<file path="config.mk">
export PLATFORM = sky130hd
export DESIGN_NAME = count_event_queue
export DESIGN_NICKNAME = d
export VERILOG_FILES = /design/src/rtl/count_pkg.sv /design/src/rtl/sync_fifo.sv /design/src/rtl/count_event_queue.sv
export SDC_FILE = /design/constraint.sdc
export NUM_CORES = 1
export LEC_CHECK = 0
export ABC_AREA = 1
export ABC_CLOCK_PERIOD_IN_PS = 3570
export CORE_MARGIN = 2
export CORE_UTILIZATION = 55
export DETAILED_ROUTE_END_ITERATION = 10
export GPL_TIMING_DRIVEN = 0
export HOLD_SLACK_MARGIN = 0.02
export PLACE_DENSITY = 0.85
export SYNTH_ARGS = -nofsm -noshare
export SYNTH_HDL_FRONTEND = slang
export SYNTH_SLANG_ARGS = --single-unit
</file>
<file path="constraint.sdc">
create_clock -name clk -period 3.57 [get_ports clk]
set_input_delay 0.5355 -clock clk [delete_from_list [all_inputs] [get_ports clk]]
set_output_delay 0.5355 -clock clk [all_outputs]
set_load 0.01 [all_outputs]
</file>
<file path="src/rtl/count_pkg.sv">
// count_pkg
// Shared widths, event type codes and the sample classifier used by
// count_event_queue.
//   CNT_W      : width of the upstream counter sample
//   EVT_W      : width of a queued event {type[1:0], value[3:0]}
//   evt_type_e : 00 none, 01 MATCH, 10 WRAP, 11 SKIP
package count_pkg;

  localparam int CNT_W = 4;
  localparam int EVT_W = 6;

  typedef enum logic [1:0] {
    EVT_NONE  = 2'b00,
    EVT_MATCH = 2'b01,
    EVT_WRAP  = 2'b10,
    EVT_SKIP  = 2'b11
  } evt_type_e;

  // Priority SKIP > WRAP > MATCH. A delta of 1 landing on 0 is the only
  // legal wrap; any other non-unit step (including an upstream reset to 0
  // from anything but 15) counts as a skip.
  function automatic evt_type_e classify(input logic [CNT_W-1:0] prev,
                                         input logic [CNT_W-1:0] cur,
                                         input logic [CNT_W-1:0] match);
    logic [CNT_W-1:0] delta;
    delta = cur - prev;
    if (delta == '0)                    return EVT_NONE;
    else if (delta != CNT_W'(1))        return EVT_SKIP;
    else if (cur == '0)                 return EVT_WRAP;
    else if (cur == match)              return EVT_MATCH;
    else                                return EVT_NONE;
  endfunction

endpackage

</file>
<file path="src/rtl/sync_fifo.sv">
// sync_fifo
// Single-clock FIFO, DEPTH a power of two (2..16), synchronous active-high reset.
//   clk, rst        : clock, synchronous reset (clears pointers and occupancy)
//   push, din       : write request / data; accepted when not full or when a
//                     pop happens in the same cycle
//   pop             : read request; ignored while empty
//   dout            : head entry (valid while !empty)
//   full, empty     : occupancy flags
module sync_fifo #(
  parameter int WIDTH = 6,
  parameter int DEPTH = 4
) (
  input  logic             clk,
  input  logic             rst,
  input  logic             push,
  input  logic             pop,
  input  logic [WIDTH-1:0] din,
  output logic [WIDTH-1:0] dout,
  output logic             full,
  output logic             empty
);

  localparam int AW = $clog2(DEPTH);
  localparam logic [AW:0] FULL_CNT = (AW+1)'(DEPTH);

  logic [WIDTH-1:0] mem_q [DEPTH];
  logic [AW-1:0]    wr_ptr_q, wr_ptr_d;
  logic [AW-1:0]    rd_ptr_q, rd_ptr_d;
  logic [AW:0]      count_q, count_d;
  logic             pop_eff, push_eff;

  assign empty    = (count_q == '0);
  assign full     = (count_q == FULL_CNT);
  assign pop_eff  = pop && !empty;
  assign push_eff = push && (!full || pop_eff);
  assign dout     = mem_q[rd_ptr_q];

  always_comb begin
    wr_ptr_d = wr_ptr_q;
    rd_ptr_d = rd_ptr_q;
    count_d  = count_q;
    if (push_eff) wr_ptr_d = wr_ptr_q + AW'(1);
    if (pop_eff)  rd_ptr_d = rd_ptr_q + AW'(1);
    case ({push_eff, pop_eff})
      2'b10:   count_d = count_q + (AW+1)'(1);
      2'b01:   count_d = count_q - (AW+1)'(1);
      default: count_d = count_q;
    endcase
  end

  always_ff @(posedge clk) begin
    if (rst) begin
      wr_ptr_q <= '0;
      rd_ptr_q <= '0;
      count_q  <= '0;
    end else begin
      wr_ptr_q <= wr_ptr_d;
      rd_ptr_q <= rd_ptr_d;
      count_q  <= count_d;
    end
  end

  // Storage needs no reset; occupancy alone decides what is visible.
  always_ff @(posedge clk) begin
    if (push_eff) mem_q[wr_ptr_q] <= din;
  end

endmodule

</file>
<file path="src/rtl/count_event_queue.sv">
// count_event_queue
// Watches samples of an upstream 4-bit counter, classifies each step as
// MATCH / WRAP / SKIP and queues the resulting events for a consumer.
//   clk, rst      : clock, synchronous active-high reset
//   cnt_in        : counter sample, qualified by cnt_valid
//   match_val     : match comparand, sampled with cnt_in
//   evt_valid     : FIFO head available on evt_data
//   evt_ready     : consumer accept (pop when evt_valid && evt_ready)
//   evt_data      : {type[1:0], value[3:0]}, 0 while evt_valid is low
//   wrap_count    : WRAP events accepted into the queue, modulo 256
//   overflow      : sticky, set when an event is dropped on a full queue
//   drop_count    : dropped events, saturating at 255
//                   (only with COUNT_EVENT_QUEUE_STATS_EN defined)
module count_event_queue
  import count_pkg::*;
#(
  parameter int DEPTH = 4
) (
  input  logic             clk,
  input  logic             rst,
  input  logic [CNT_W-1:0] cnt_in,
  input  logic             cnt_valid,
  input  logic [CNT_W-1:0] match_val,
  output logic             evt_valid,
  input  logic             evt_ready,
  output logic [EVT_W-1:0] evt_data,
  output logic [7:0]       wrap_count,
  output logic             overflow
`ifdef COUNT_EVENT_QUEUE_STATS_EN
  ,
  output logic [7:0]       drop_count
`endif
);

  logic             prev_ok_q, prev_ok_d;
  logic [CNT_W-1:0] prev_q, prev_d;
  logic [7:0]       wrap_q, wrap_d;
  logic             ovf_q, ovf_d;

  evt_type_e        evt_type;
  logic             evt_fire, fifo_push, fifo_pop, evt_drop;
  logic             fifo_full, fifo_empty;
  logic [EVT_W-1:0] fifo_dout;

  always_comb begin
    evt_type = EVT_NONE;
    if (cnt_valid && prev_ok_q) evt_type = classify(prev_q, cnt_in, match_val);
  end

  assign evt_fire  = (evt_type != EVT_NONE);
  assign fifo_pop  = !fifo_empty && evt_ready;
  // A full queue still takes the event when the head leaves in the same cycle.
  assign fifo_push = evt_fire && (!fifo_full || fifo_pop);
  assign evt_drop  = evt_fire && fifo_full && !fifo_pop;

  sync_fifo #(
    .WIDTH (EVT_W),
    .DEPTH (DEPTH)
  ) u_fifo (
    .clk   (clk),
    .rst   (rst),
    .push  (fifo_push),
    .pop   (fifo_pop),
    .din   ({evt_type, cnt_in}),
    .dout  (fifo_dout),
    .full  (fifo_full),
    .empty (fifo_empty)
  );

  assign evt_valid  = !fifo_empty;
  assign evt_data   = fifo_empty ? '0 : fifo_dout;
  assign wrap_count = wrap_q;
  assign overflow   = ovf_q;

  always_comb begin
    prev_ok_d = prev_ok_q;
    prev_d    = prev_q;
    wrap_d    = wrap_q;
    ovf_d     = ovf_q;
    if (cnt_valid) begin
      prev_ok_d = 1'b1;
      prev_d    = cnt_in;
    end
    if (fifo_push && evt_type == EVT_WRAP) wrap_d = wrap_q + 8'd1;
    if (evt_drop) ovf_d = 1'b1;
  end

  always_ff @(posedge clk) begin
    if (rst) begin
      prev_ok_q <= 1'b0;
      prev_q    <= '0;
      wrap_q    <= '0;
      ovf_q     <= 1'b0;
    end else begin
      prev_ok_q <= prev_ok_d;
      prev_q    <= prev_d;
      wrap_q    <= wrap_d;
      ovf_q     <= ovf_d;
    end
  end

`ifdef COUNT_EVENT_QUEUE_STATS_EN
  logic [7:0] drop_q, drop_d;

  always_comb begin
    drop_d = drop_q;
    if (evt_drop && drop_q != 8'hFF) drop_d = drop_q + 8'd1;
  end

  always_ff @(posedge clk) begin
    if (rst) drop_q <= '0;
    else     drop_q <= drop_d;
  end

  assign drop_count = drop_q;
`endif

endmodule

</file>
# Word level (Yosys, flattened, before mapping)
# Memory sizes are Yosys's and may differ from the RTL's. A register that Yosys moved wholly into a read port is not among the register bits.
# Cells that the tools add are included.
[op_classes] n_addsub=6 n_mul=0 n_div=0 magnitude_cmp=0 n_eq_ne=6 n_shift=0 mux=11 bitwise=0 reduce_logical=18
[ops] operator="2-bit 2-to-1 mux" n=6
[ops] operator="8-bit by 1-bit adder with 8-bit output, second input constant" n=1
[ops] operator="1-bit logical AND" n=8
[ops] operator="4-bit zero test" n=2
[ops] operator="6-bit 2-to-1 mux" n=1
[ops] operator="3-bit one-hot mux with 2 select lines" n=1
[ops] operator="2-bit by 1-bit adder with 2-bit output, second input constant" n=2
[ops] operator="2-bit equality test, second input constant" n=2
[ops] operator="4-bit equality test" n=1
[ops] operator="4-bit by 1-bit != test with 1-bit output, second input constant" n=1
[ops] operator="2-bit nonzero test" n=2
[ops] operator="4-bit subtractor" n=1
[ops] operator="3-bit by 1-bit adder with 3-bit output, second input constant" n=1
[ops] operator="3-bit equality test, second input constant" n=1
[ops] operator="1-bit zero test" n=3
[ops] operator="3-bit zero test" n=1
[ops] operator="1-bit 2-to-1 mux" n=3
[ops] operator="3-bit by 1-bit subtractor with 3-bit output, second input constant" n=1
[ops] operator="2-bit by 1-bit equality test with 1-bit output, second input constant" n=1
[ops] operator="1-bit logical OR" n=2
[totals] register_bits=21 latch_bits=0 ramBits=24 romBits=0 in_bits=12 out_inout_bits=16 word_cells=49 mem_count=1
[mem_list] name="u_fifo.mem_q" words=4 width=6 read_ports=1 rd_ports_with_merged_regs=1 write_ports=1 line_no="sync_fifo.sv:26" source="logic [WIDTH-1:0] mem_q [DEPTH];"

# Logic depth before layout (Yosys ltp)
# Gate-level depths: netlist of run 1.
[depth] depth_word=11 mapped_depth=19 mapped_depth_nobuf=19

# Modules after synthesis
# Synthesis of run 1 repeated with hierarchy kept, for this count alone.
[unflattened] hier_cells=282 area_unflattened_um2=2409.8
[by_module_without_submodules] module="sync_fifo" n_inst=1 cells_per_inst=132 area_each_um2=1401.3 seq_area_each_um2=900.9
[by_module_without_submodules] module="count_event_queue" n_inst=1 cells_per_inst=150 area_each_um2=1008.5 seq_area_each_um2=280.3

# Least setup slack after synthesis of run 1
# OpenSTA, ideal clock, no wires.
[synth_path] kind="input -> register" from="in cnt_in[0]" to="reg u_fifo.count_q[2]" setup_time_ns=0.122 arrival_time_ns=2.953 path_slack_ns=0.495 path_stages=18 path_cell_list="inv_1 ha_1 inv_1 fa_1 xnor2_1 nand2_1 nor2_2 nand3_2 nand2_1 nand2_1 nand2_1 ha_1 inv_1 fa_1 a21oi_1 o21ai_0 o21ai_0 a21oi_1"
[synth_between] elab_chain_cells=11
[synth_lines] element="start: declaration" line_no="count_event_queue.sv:21" source="input logic [CNT_W-1:0] cnt_in,"
[synth_lines] element="branches (longest 4 deep; another with 4-bit subtractor)"
[synth_lines] element="2-bit 2-to-1 mux (*)" line_no="count_pkg.sv:27" source="if (delta == '0) return EVT_NONE;"
[synth_lines] element="2-bit 2-to-1 mux (*)" line_no="count_event_queue.sv:47" source="if (cnt_valid && prev_ok_q) evt_type = classify(prev_q, cnt_in, match_val);"
[synth_lines] element="2-bit nonzero test (*)" line_no="count_event_queue.sv:50" source="assign evt_fire = (evt_type != EVT_NONE);"
[synth_lines] element="1-bit logical AND (*)" line_no="count_event_queue.sv:53" source="assign fifo_push = evt_fire && (!fifo_full || fifo_pop);"
[synth_lines] element="1-bit logical AND (*)" line_no="sync_fifo.sv:35" source="assign push_eff = push && (!full || pop_eff);"
[synth_lines] element="2-bit by 1-bit equality test with 1-bit output / 2-bit equality test (equally long branches)" line_no="sync_fifo.sv:44" source="case ({push_eff, pop_eff})"
[synth_lines] element="3-bit one-hot mux with 2 select lines / 2-bit nonzero test (equally long branches)"
[synth_lines] element="end signal: assignment" line_no="sync_fifo.sv:59" source="count_q <= count_d;"
[synth_lines] element="end: declaration" line_no="sync_fifo.sv:29" source="logic [AW:0] count_q, count_d;"
# Mark *: on every way between the ends.
# A chain may end at the register's enable or synchronous reset.

# Final worst setup path of run 1
# Ends and elaborated chain as after synthesis.

==> results of run 1 <==
==> Yosys cell counts, types with 4 or more instances <==
library cell   n
xor2_1         9
ha_1           9
o21ai_0       22
nor2_1        46
edfxtp_1      24
inv_1         35
a21oi_1       27
nand3_1       16
nand2_1       22
dfxtp_1       23
clkbuf_1       4
==> routing by layer <==
metal  vias to the layer above  GRT usage  share of wire
met1                       799      0.248           0.45
met2                        24      0.324           0.50
met5                         -          0              0
li1                        898          -              -
met3                         7     0.0444          0.036
met4                         0     0.0850          0.015
==> state kept, by name, summed over array words and instances, names as in the netlist, named ones only <==
name,flops
prev_q,4
overflow,1
wrap_count,8
u_fifo.wr_ptr_q,2
u_fifo.rd_ptr_q,2
u_fifo.mem_q,24
u_fifo.count_q,3
prev_ok_q,1
==> path summary, 6_finish.rpt <==
| check | end | start | cells after the start |
|---|---|---|---|
| max | u_fifo.count_q[2] | cnt_in[0] | 19 |
| min | u_fifo.count_q[0] | u_fifo.count_q[0] | 1 |
| max reg2reg | u_fifo.count_q[2] | prev_q[0] | 17 |
| min reg2reg | u_fifo.count_q[0] | u_fifo.count_q[0] | 1 |
==> logic make-up (layout without fill, tap and decap cells) <==
family                   count (synthesis)  count (layout)  synth area share
buffers and inverters                   43              76            0.0725
AO/OA/AOI/OAI                           52              52             0.116
XOR/XNOR                                11              11            0.0426
AND/OR/NAND/NOR                         92              92             0.178
adder cells (fa/ha/maj)                 11              11            0.0676
flip-flops                              47              47             0.523
==> layout make-up <==
| cell class | instances | area share |
|---|---|---|
| inverter | 38 | 0.0537 |
| multi-input combinational | 166 | 0.346 |
| buffer | 5 | 0.00747 |
| tap | 50 | 0.0233 |
| clock inverter | 3 | 0.00887 |
| sequential | 47 | 0.441 |
| clock buffer | 5 | 0.0257 |
| timing repair buffer | 25 | 0.0947 |
==> through the flow <==
stage               area [µm²]  TNS, ns  utilization  power, µW
floorplan                 2260        0            -        931
global placement          2570   -0.400        0.648       1100
detailed placement        2570   -0.568        0.648       1120
CTS                       2670        0        0.671       1440
global route              2680        0        0.675       1530
finish                    2680        0        0.675       1440
==> power groups by stage <==
| stage | clock network [µW] | logic, µW | registers [µW] |
|---|---|---|---|
| after detailed placement | 0 | 459 | 660 |
| after CTS | 330 | 462 | 648 |
| after global placement | 0 | 442 | 659 |
| after floorplan | 0 | 277 | 654 |
| after global routing | 355 | 521 | 656 |
| final | 327 | 464 | 649 |
==> cells in the final DEF (no fill, tap or decap) <==
master           count
nor2_1              46
inv_1               34
a21oi_1             27
edfxtp_1            24
dfxtp_1             23
o21ai_0             22
clkdlybuf4s50_1     22
nand2_1             20
nand3_1             16
xor2_1               9
ha_1                 9
clkbuf_8             5
clkbuf_1             4
inv_2                3
nand4_1              2
nor2_4               2
nand2_2              2
o21ai_1              2
fa_1                 2
clkinvlp_4           2
dlymetal6s2s_1       2
buf_2                1
xnor2_2              1
nor2_2               1
nand3_2              1
o21bai_1             1
nand2_4              1
xnor2_1              1
nor3_1               1
clkinv_2             1
inv_6                1
dlygate4sd2_1        1
==> critical path: stages <==
cell           delay (ns)
dlygate4sd2_1        0.32
inv_2                0.11
ha_1                 0.14
inv_1                0.05
fa_1                 0.40
xnor2_2              0.19
nand2_1              0.08
nor2_2               0.11
nand3_2              0.11
nand2_1              0.13
nand2_2              0.11
nand2_2              0.13
ha_1                 0.16
inv_1                0.07
fa_1                 0.38
a21oi_1              0.16
o21ai_0              0.12
o21ai_0              0.16
a21oi_1              0.07
==> results.sh, run 1 <==
export IMPL_synthCells=256
export IMPL_hold_class="register to register"
export IMPL_worst_path_max_fanout=6
export IMPL_nets=311
export IMPL_syn2layout_area_growth_pct=18.7
export IMPL_startpoint_type="primary input"
export IMPL_cts_tree="done"
export IMPL_pwr_density_cell_nw_per_um2=537
export IMPL_post_cts_repair_setup_buffers=0
export IMPL_slew_headroom=0.606
export IMPL_finalHoldViolations=0
export IMPL_cts_sinks=47
export IMPL_yosysWarnings=0
export IMPL_drt_pass1_iterations=5
export IMPL_p_seq_frac=0.451
export IMPL_ys_async_sr_fraction=0
export IMPL_syn_area_um2=2260
export IMPL_grt_use_total=0.197
export IMPL_yosys_top_cells_area="edfxtp_1, dfxtp_1, nor2_1"
export IMPL_fmax_mhz=298
export IMPL_drive_above_1_share=0.0727
export IMPL_die_area_um2=4640
export IMPL_drc=0
export IMPL_synth_enable_flop_cells=24
export IMPL_pwr_share_comb=0.322
export IMPL_run_status="finished, final reports clean"
export IMPL_die_w_um=68.1
export IMPL_multi_input_area_um2=927
export IMPL_final_cells=339
export IMPL_worstPathRequired_ns=3.76
export IMPL_antenna_found_initial=0
export IMPL_clk_insertion_delay_late_ns=0.31
export IMPL_path_clk_slew_ns=0.08
export IMPL_finalWorstSetupSlack_ns=0.214
export IMPL_crit_arrival_ns=3.55
export IMPL_critPathCaptureType="register"
export IMPL_dr_total_vias=1728
export IMPL_yosys_area_top_type_share=0.319
export IMPL_synth_ff_type="edfxtp_1"
export IMPL_vias_per_cell=5.10
export IMPL_ant_nets=0
export IMPL_drtIter0Drc=101
export IMPL_r2r_setup_slack_ns=0.53
export IMPL_cts_resized=2
export IMPL_nFillCells=324
export IMPL_hold_ws_ns=0.476
export IMPL_rsz0062_at_grt="no"
export IMPL_placeableCoreArea_um2=3970
export IMPL_slew_viol_final=0
export IMPL_grt_pass1_wl_mm=6.65
export IMPL_rows=23
export IMPL_cts_root_buffer="clkbuf_8"
export IMPL_cts_buffer_depth=2
export IMPL_clock_skew_ns=0.0119
export IMPL_synth_top_cell_by_area="edfxtp_1"
export IMPL_syn_nets=279
export IMPL_place_hpwl_mm=2.94
export IMPL_critPathKind="primary input to register"
export IMPL_ys_ff_latch=47
export IMPL_leakage_uw=0.00107
export IMPL_setup_violations_final=0
export IMPL_numPortBuffers=25
export IMPL_fin_crit_sh=0.940
export IMPL_place_inst=331
export IMPL_grt_max_degree=17
export IMPL_worst_slew_pin_slew_ns=0.589
export IMPL_cts_max_level=2
export IMPL_io_pins=28
export IMPL_min_period_ns=3.36
export IMPL_swShare=0.336
export IMPL_synth_distinct_cells=24
export IMPL_seq_area_frac_synth=0.523
export IMPL_gp_congestion=0.810
export IMPL_overflow=0
export IMPL_initial_core_util=0.569
export IMPL_die_h_um=68.1
export IMPL_wl_mm=4.27
export IMPL_hold_buffers=0
export IMPL_p_int_uw=955
export IMPL_maxCapViolations=0
export IMPL_regArea_um2=1180
export IMPL_antenna_diode_count=0
export IMPL_ir_worst_vdd_v=0.000273
export IMPL_wire_per_inst_um=12.6
export IMPL_switchingPower_uw=484
export IMPL_place_ws_ns=-0.441
export IMPL_grt_pass1_vias=1466
export IMPL_syn_area_per_cell_um2=8.83
export IMPL_clkPwrFrac=0.227
export IMPL_cts_buffers=5
No activity file was read; power rests on OpenSTA's default activity.
==> inputs of run 2 (changes only) <==
--- a/config.mk
+++ b/config.mk
@@ -6,12 +6,11 @@
 export NUM_CORES = 1
 export LEC_CHECK = 0
 export ABC_AREA = 1
-export ABC_CLOCK_PERIOD_IN_PS = 3570
+export ABC_CLOCK_PERIOD_IN_PS = 3200
 export CORE_MARGIN = 2
 export CORE_UTILIZATION = 55
 export DETAILED_ROUTE_END_ITERATION = 10
 export GPL_TIMING_DRIVEN = 0
-export HOLD_SLACK_MARGIN = 0.02
 export PLACE_DENSITY = 0.85
 export SYNTH_ARGS = -nofsm -noshare
 export SYNTH_HDL_FRONTEND = slang
==> constraint.sdc (replaced) <==
create_clock -name clk -period 3.2 [get_ports clk]
set_input_delay 0.48 -clock clk [delete_from_list [all_inputs] [get_ports clk]]
set_output_delay 0.48 -clock clk [all_outputs]
set_load 0.01 [all_outputs]
==> results.sh, run 2 (synthesis gave the netlist of run 1 again) <==
export IMPL_top_usage_layer="met2"
export IMPL_cts_root_buffer="clkbuf_8"
export IMPL_vias_per_cell=5.05
export IMPL_hold_class="primary input to register"
export IMPL_nets=313
export IMPL_io_pins=28
export IMPL_overflow=0
export IMPL_design_area_um2=2700
export IMPL_slowest_delay_ns=0.51
export IMPL_nFillCells=321
export IMPL_grt_pass1_wl_mm=6.70
export IMPL_path_clk_slew_ns=0.09
export IMPL_cts_tree="done"
export IMPL_worst_path_max_fanout=8
export IMPL_startpoint_type="primary input"
export IMPL_drtIter0Drc=99
export IMPL_maxCapViolations=0
export IMPL_syn2layout_area_growth_pct=19.6
export IMPL_wire_per_inst_um=12.2
export IMPL_rsz0062_at_grt="no"
export IMPL_die_area_um2=4640
export IMPL_ir_worst_vdd_v=0.000308
export IMPL_crit_arrival_ns=3.18
export IMPL_cts_buffers=5
export IMPL_use_met3=0.0444
export IMPL_run_status="finished, final reports clean"
export IMPL_dr_total_vias=1723
export IMPL_placeableCoreArea_um2=3970
export IMPL_worstPathRequired_ns=3.39
export IMPL_setup_violations_final=0
export IMPL_hold_buffers=0
export IMPL_slew_viol_final=0
export IMPL_fin_util=0.681
export IMPL_hold_ws_ns=0.460
export IMPL_drc=0
export IMPL_fmax_mhz=334
export IMPL_drive_above_1_share=0.0997
export IMPL_clock_skew_ns=0.0124
export IMPL_grt_max_degree=17
export IMPL_final_common_cell="nor2_1"
export IMPL_critPathCaptureType="register"
export IMPL_top_register="u_fifo.mem_q"
export IMPL_slew_headroom=0.602
export IMPL_finalWorstSetupSlack_ns=0.210
export IMPL_antenna_diode_count=0
export IMPL_final_cell_mix="nor2_1, inv_1, a21oi_1, edfxtp_1, dfxtp_1"
export IMPL_die_h_um=68.1
export IMPL_rows=23
export IMPL_gr_usage_met2=0.331
export IMPL_cts_max_level=2
export IMPL_groute_layer_met1_usage=0.247
export IMPL_min_period_ns=2.99
export IMPL_finalHoldViolations=0
export IMPL_fin_crit_sh=0.934
export IMPL_ant_nets=0
export IMPL_grt_pass1_vias=1477
export IMPL_place_hpwl_mm=2.94
export IMPL_rr_startpoint="prev_q[0]"
export IMPL_pwr_density_cell_nw_per_um2=598
export IMPL_gp_congestion=0.810
export IMPL_grt_use_total=0.198
export IMPL_drt_pass1_iterations=4
export IMPL_critPathKind="primary input to register"
export IMPL_die_w_um=68.1
export IMPL_initial_core_util=0.569
export IMPL_cp_endpoint="u_fifo.count_q[2]"
export IMPL_cts_sinks=47
export IMPL_wl_mm=4.17
export IMPL_worst_slew_pin_slew_ns=0.595
export IMPL_antenna_found_initial=0
export IMPL_place_area_um2=2570
export IMPL_leakage_uw=0.00106
export IMPL_cp_cell_sequence="dlygate4sd2_1, fa_1, xnor2_2, nand2_1, nor2_2, nand3_1, nand2_1, nand2_2, nand2_2, ha_1, inv_1, fa_2, a21oi_2, o21ai_0, o21ai_0, a21oi_1"
export IMPL_p_total_uw=1620
export IMPL_slowest_stage="fa_1"
export IMPL_r2r_setup_slack_ns=0.31
export IMPL_place_ws_ns=-0.755
export IMPL_clk_insertion_delay_late_ns=0.31
export IMPL_cts_buffer_depth=2
export IMPL_largest_register_ffs=24
export IMPL_critPathLaunch="cnt_in[1]"
export IMPL_r2r_cells=17
export IMPL_numPortBuffers=25
export IMPL_r2r_end="u_fifo.count_q[2]"
-- run 2: through the flow --
step           setup TNS (ns)  cells
6_report                    0    341
5_1_grt                     0    341
3_5_place_dp            -7.51    331
3_3_place_gp            -5.67    331
4_1_cts                     0    340
2_1_floorplan               0    256
-- run 2: critical path: cells and delay by family --
family | cells | cell delay, ns
adder cells (fa/ha/maj) | 3 | 1.01
XOR/XNOR | 1 | 0.19
AND/OR/NAND/NOR | 6 | 0.59
buffers and inverters | 2 | 0.44
AO/OA/AOI/OAI | 4 | 0.47
-- run 2: how the worst min path moves through the flow --
| stage | slack, ns | start | cells past startpoint | endpoint |
|---|---|---|---|---|
| floorplan | 0.43 | prev_ok_q | 2 | prev_ok_q |
| global placement | 0.45 | prev_ok_q | 2 | prev_ok_q |
| detailed placement | 0.46 | u_fifo.rd_ptr_q[0] | 1 | u_fifo.rd_ptr_q[0] |
| CTS | 0.46 | cnt_valid | 2 | prev_q[0] |
| global route | 0.47 | cnt_valid | 2 | prev_q[0] |
| finish | 0.46 | cnt_valid | 2 | prev_q[0] |
-- run 2: layout make-up --
class	count	area [µm²]	share of cell area
Sequential cell	47	1180	0.437
Multi-Input combinational cell	166	948	0.351
Timing Repair Buffer	27	254	0.0940
Inverter	38	144	0.0532
Clock buffer	5	68.8	0.0255
Tap cell	50	62.6	0.0231
Clock inverter	3	23.8	0.00880
Buffer	5	20.0	0.00741
-- run 2: repair_timing --
item                                    CTS  global route
setup buffers                             1             1
endpoints found under the setup margin    2             1
cloned                                    0             0
pin swaps                                 1             0
resized for setup                         8             7
-- run 2: per-layer routing --
metal	vias to the layer above	routed length (µm)
met1	783	1850
met3	7	172
met5	-	0
met2	31	2080
li1	902	-
met4	0	65
-- run 2: power by group --
part | internal [µW] | switching (µW)
logic | 229 | 302
registers | 690 | 34.0
clock network | 156 | 207
==> inputs of run 3 (changes only) <==
--- a/config.mk
+++ b/config.mk
@@ -7,6 +7,7 @@
 export LEC_CHECK = 0
 export ABC_AREA = 1
 export ABC_CLOCK_PERIOD_IN_PS = 3200
+export CORE_ASPECT_RATIO = 0.7
 export CORE_MARGIN = 2
 export CORE_UTILIZATION = 55
 export DETAILED_ROUTE_END_ITERATION = 10
==> results.sh, run 3 (synthesis gave the netlist of run 1 again) <==
export IMPL_clk_insertion_delay_late_ns=0.30
export IMPL_place_inst=333
export IMPL_setup_violations_final=0
export IMPL_startpoint_type="primary input"
export IMPL_cts_root_buffer="clkbuf_8"
export IMPL_largest_register_ffs=24
export IMPL_finalHoldViolations=0
export IMPL_run_status="finished, final reports clean"
export IMPL_ir_worst_vdd_v=0.000369
export IMPL_placeableCoreArea_um2=3920
export IMPL_cts_max_level=2
export IMPL_worst_path_max_fanout=6
export IMPL_grt_pass1_vias=1595
export IMPL_overflow=0
export IMPL_grt_use_total=0.211
export IMPL_dr_total_vias=1786
export IMPL_leakage_uw=0.00106
export IMPL_grt_max_degree=16
export IMPL_place_hpwl_mm=3.20
export IMPL_ant_nets=0
export IMPL_hold_ws_ns=0.479
export IMPL_drc=0
export IMPL_place_area_um2=2570
export IMPL_nFillCells=297
export IMPL_path_clk_slew_ns=0.08
export IMPL_slew_viol_final=0
export IMPL_cts_tree="done"
export IMPL_top_register="u_fifo.mem_q"
export IMPL_maxCapViolations=0
export IMPL_design_area_um2=2730
export IMPL_initial_core_util=0.576
export IMPL_antenna_diode_count=0
export IMPL_final_common_cell="nor2_1"
export IMPL_critPathKind="primary input to register"
export IMPL_drive_above_1_share=0.103
export IMPL_pwr_density_cell_nw_per_um2=601
export IMPL_clock_skew_ns=0.00517
export IMPL_cts_buffers=5
export IMPL_die_area_um2=4650
export IMPL_numPortBuffers=25
export IMPL_cts_sinks=47
export IMPL_critPathCaptureType="register"
export IMPL_rows=19
export IMPL_fin_util=0.696
export IMPL_wl_mm=4.70
export IMPL_grt_pass1_wl_mm=7.16
export IMPL_vias_per_cell=5.22
export IMPL_io_pins=28
export IMPL_slew_headroom=0.612
export IMPL_fmax_mhz=327
export IMPL_gp_congestion=0.752
export IMPL_crit_arrival_ns=3.25
export IMPL_drtIter0Drc=103
export IMPL_worst_slew_pin_slew_ns=0.580
export IMPL_cts_buffer_depth=2
export IMPL_nets=312
export IMPL_syn2layout_area_growth_pct=20.8
export IMPL_worstPathRequired_ns=3.39
export IMPL_antenna_found_initial=0
export IMPL_fin_crit_sh=0.955
export IMPL_min_period_ns=3.06
export IMPL_final_cells=342
export IMPL_wire_per_inst_um=13.7
export IMPL_die_w_um=80.6
export IMPL_drt_pass1_iterations=4
export IMPL_die_h_um=57.6
export IMPL_hold_class="register to register"
export IMPL_final_cell_mix="nor2_1, inv_1, a21oi_1, edfxtp_1, dfxtp_1"
[run 3: layer usage]
layer	GRT usage	wire, µm	share of wire
met3	0.0670	384	0.082
met4	0.0508	12	0.0026
met5	0	0	0
met1	0.287	1960	0.42
met2	0.335	2340	0.50
[run 3: area by class of cell]
type	count	area [µm²]	area share
Buffer	5	20.0	0.00733
Clock buffer	5	68.8	0.0252
Clock inverter	3	20.0	0.00733
Inverter	38	144	0.0527
Multi-Input combinational cell	166	973	0.357
Sequential cell	47	1180	0.433
Tap cell	52	65.1	0.0238
Timing Repair Buffer	26	258	0.0944
[run 3: path summary, 6_finish.rpt]
kind	from	end	slack, ns	cells past startpoint
max	cnt_in[0]	u_fifo.count_q[2]	0.14	19
min	u_fifo.rd_ptr_q[1]	u_fifo.rd_ptr_q[1]	0.48	2
max reg2reg	prev_q[0]	u_fifo.count_q[2]	0.35	17
min reg2reg	u_fifo.rd_ptr_q[1]	u_fifo.rd_ptr_q[1]	0.48	2
[run 3: what timing repair did]
item	in CTS	in global routing
hold buffers	0	0
gates resized for setup	9	13
endpoints found under the hold margin	0	0
gates cloned	0	0
buffers inserted	0	1
endpoints found under the setup margin	8	1
pin swaps	1	1
[run 3: worst max-delay path, cell delays in order]
cell and delay (ns):
clkdlybuf4s15_2 0.25, inv_2 0.10, ha_1 0.14, inv_1 0.06, fa_2 0.37, xnor2_2 0.24, nand2_1 0.09, nor2_2 0.13
nand3_2 0.11, nand2_2 0.12, nand2_4 0.08, nand2_4 0.09, ha_1 0.15, inv_1 0.08, fa_2 0.36, a21oi_2 0.13
o21ai_1 0.09, o21ai_1 0.13, a21oi_1 0.05
[run 3: per-stage QoR]
step	TNS [ns]	power, µW	worst slack, ns
6_report	0	1640	0.143
5_1_grt	-0.0246	1730	-0.0246
4_1_cts	0	1620	0.0437
3_5_place_dp	-8.61	1270	-0.795
3_3_place_gp	-6.42	1240	-0.660
2_1_floorplan	0	1040	0.180
[run 3: power by group]
group,switching (µW),internal [µW],total (µW)
logic,330,234,564
registers,35.4,690,725
clock network,199,152,351
total,565,1080,1640
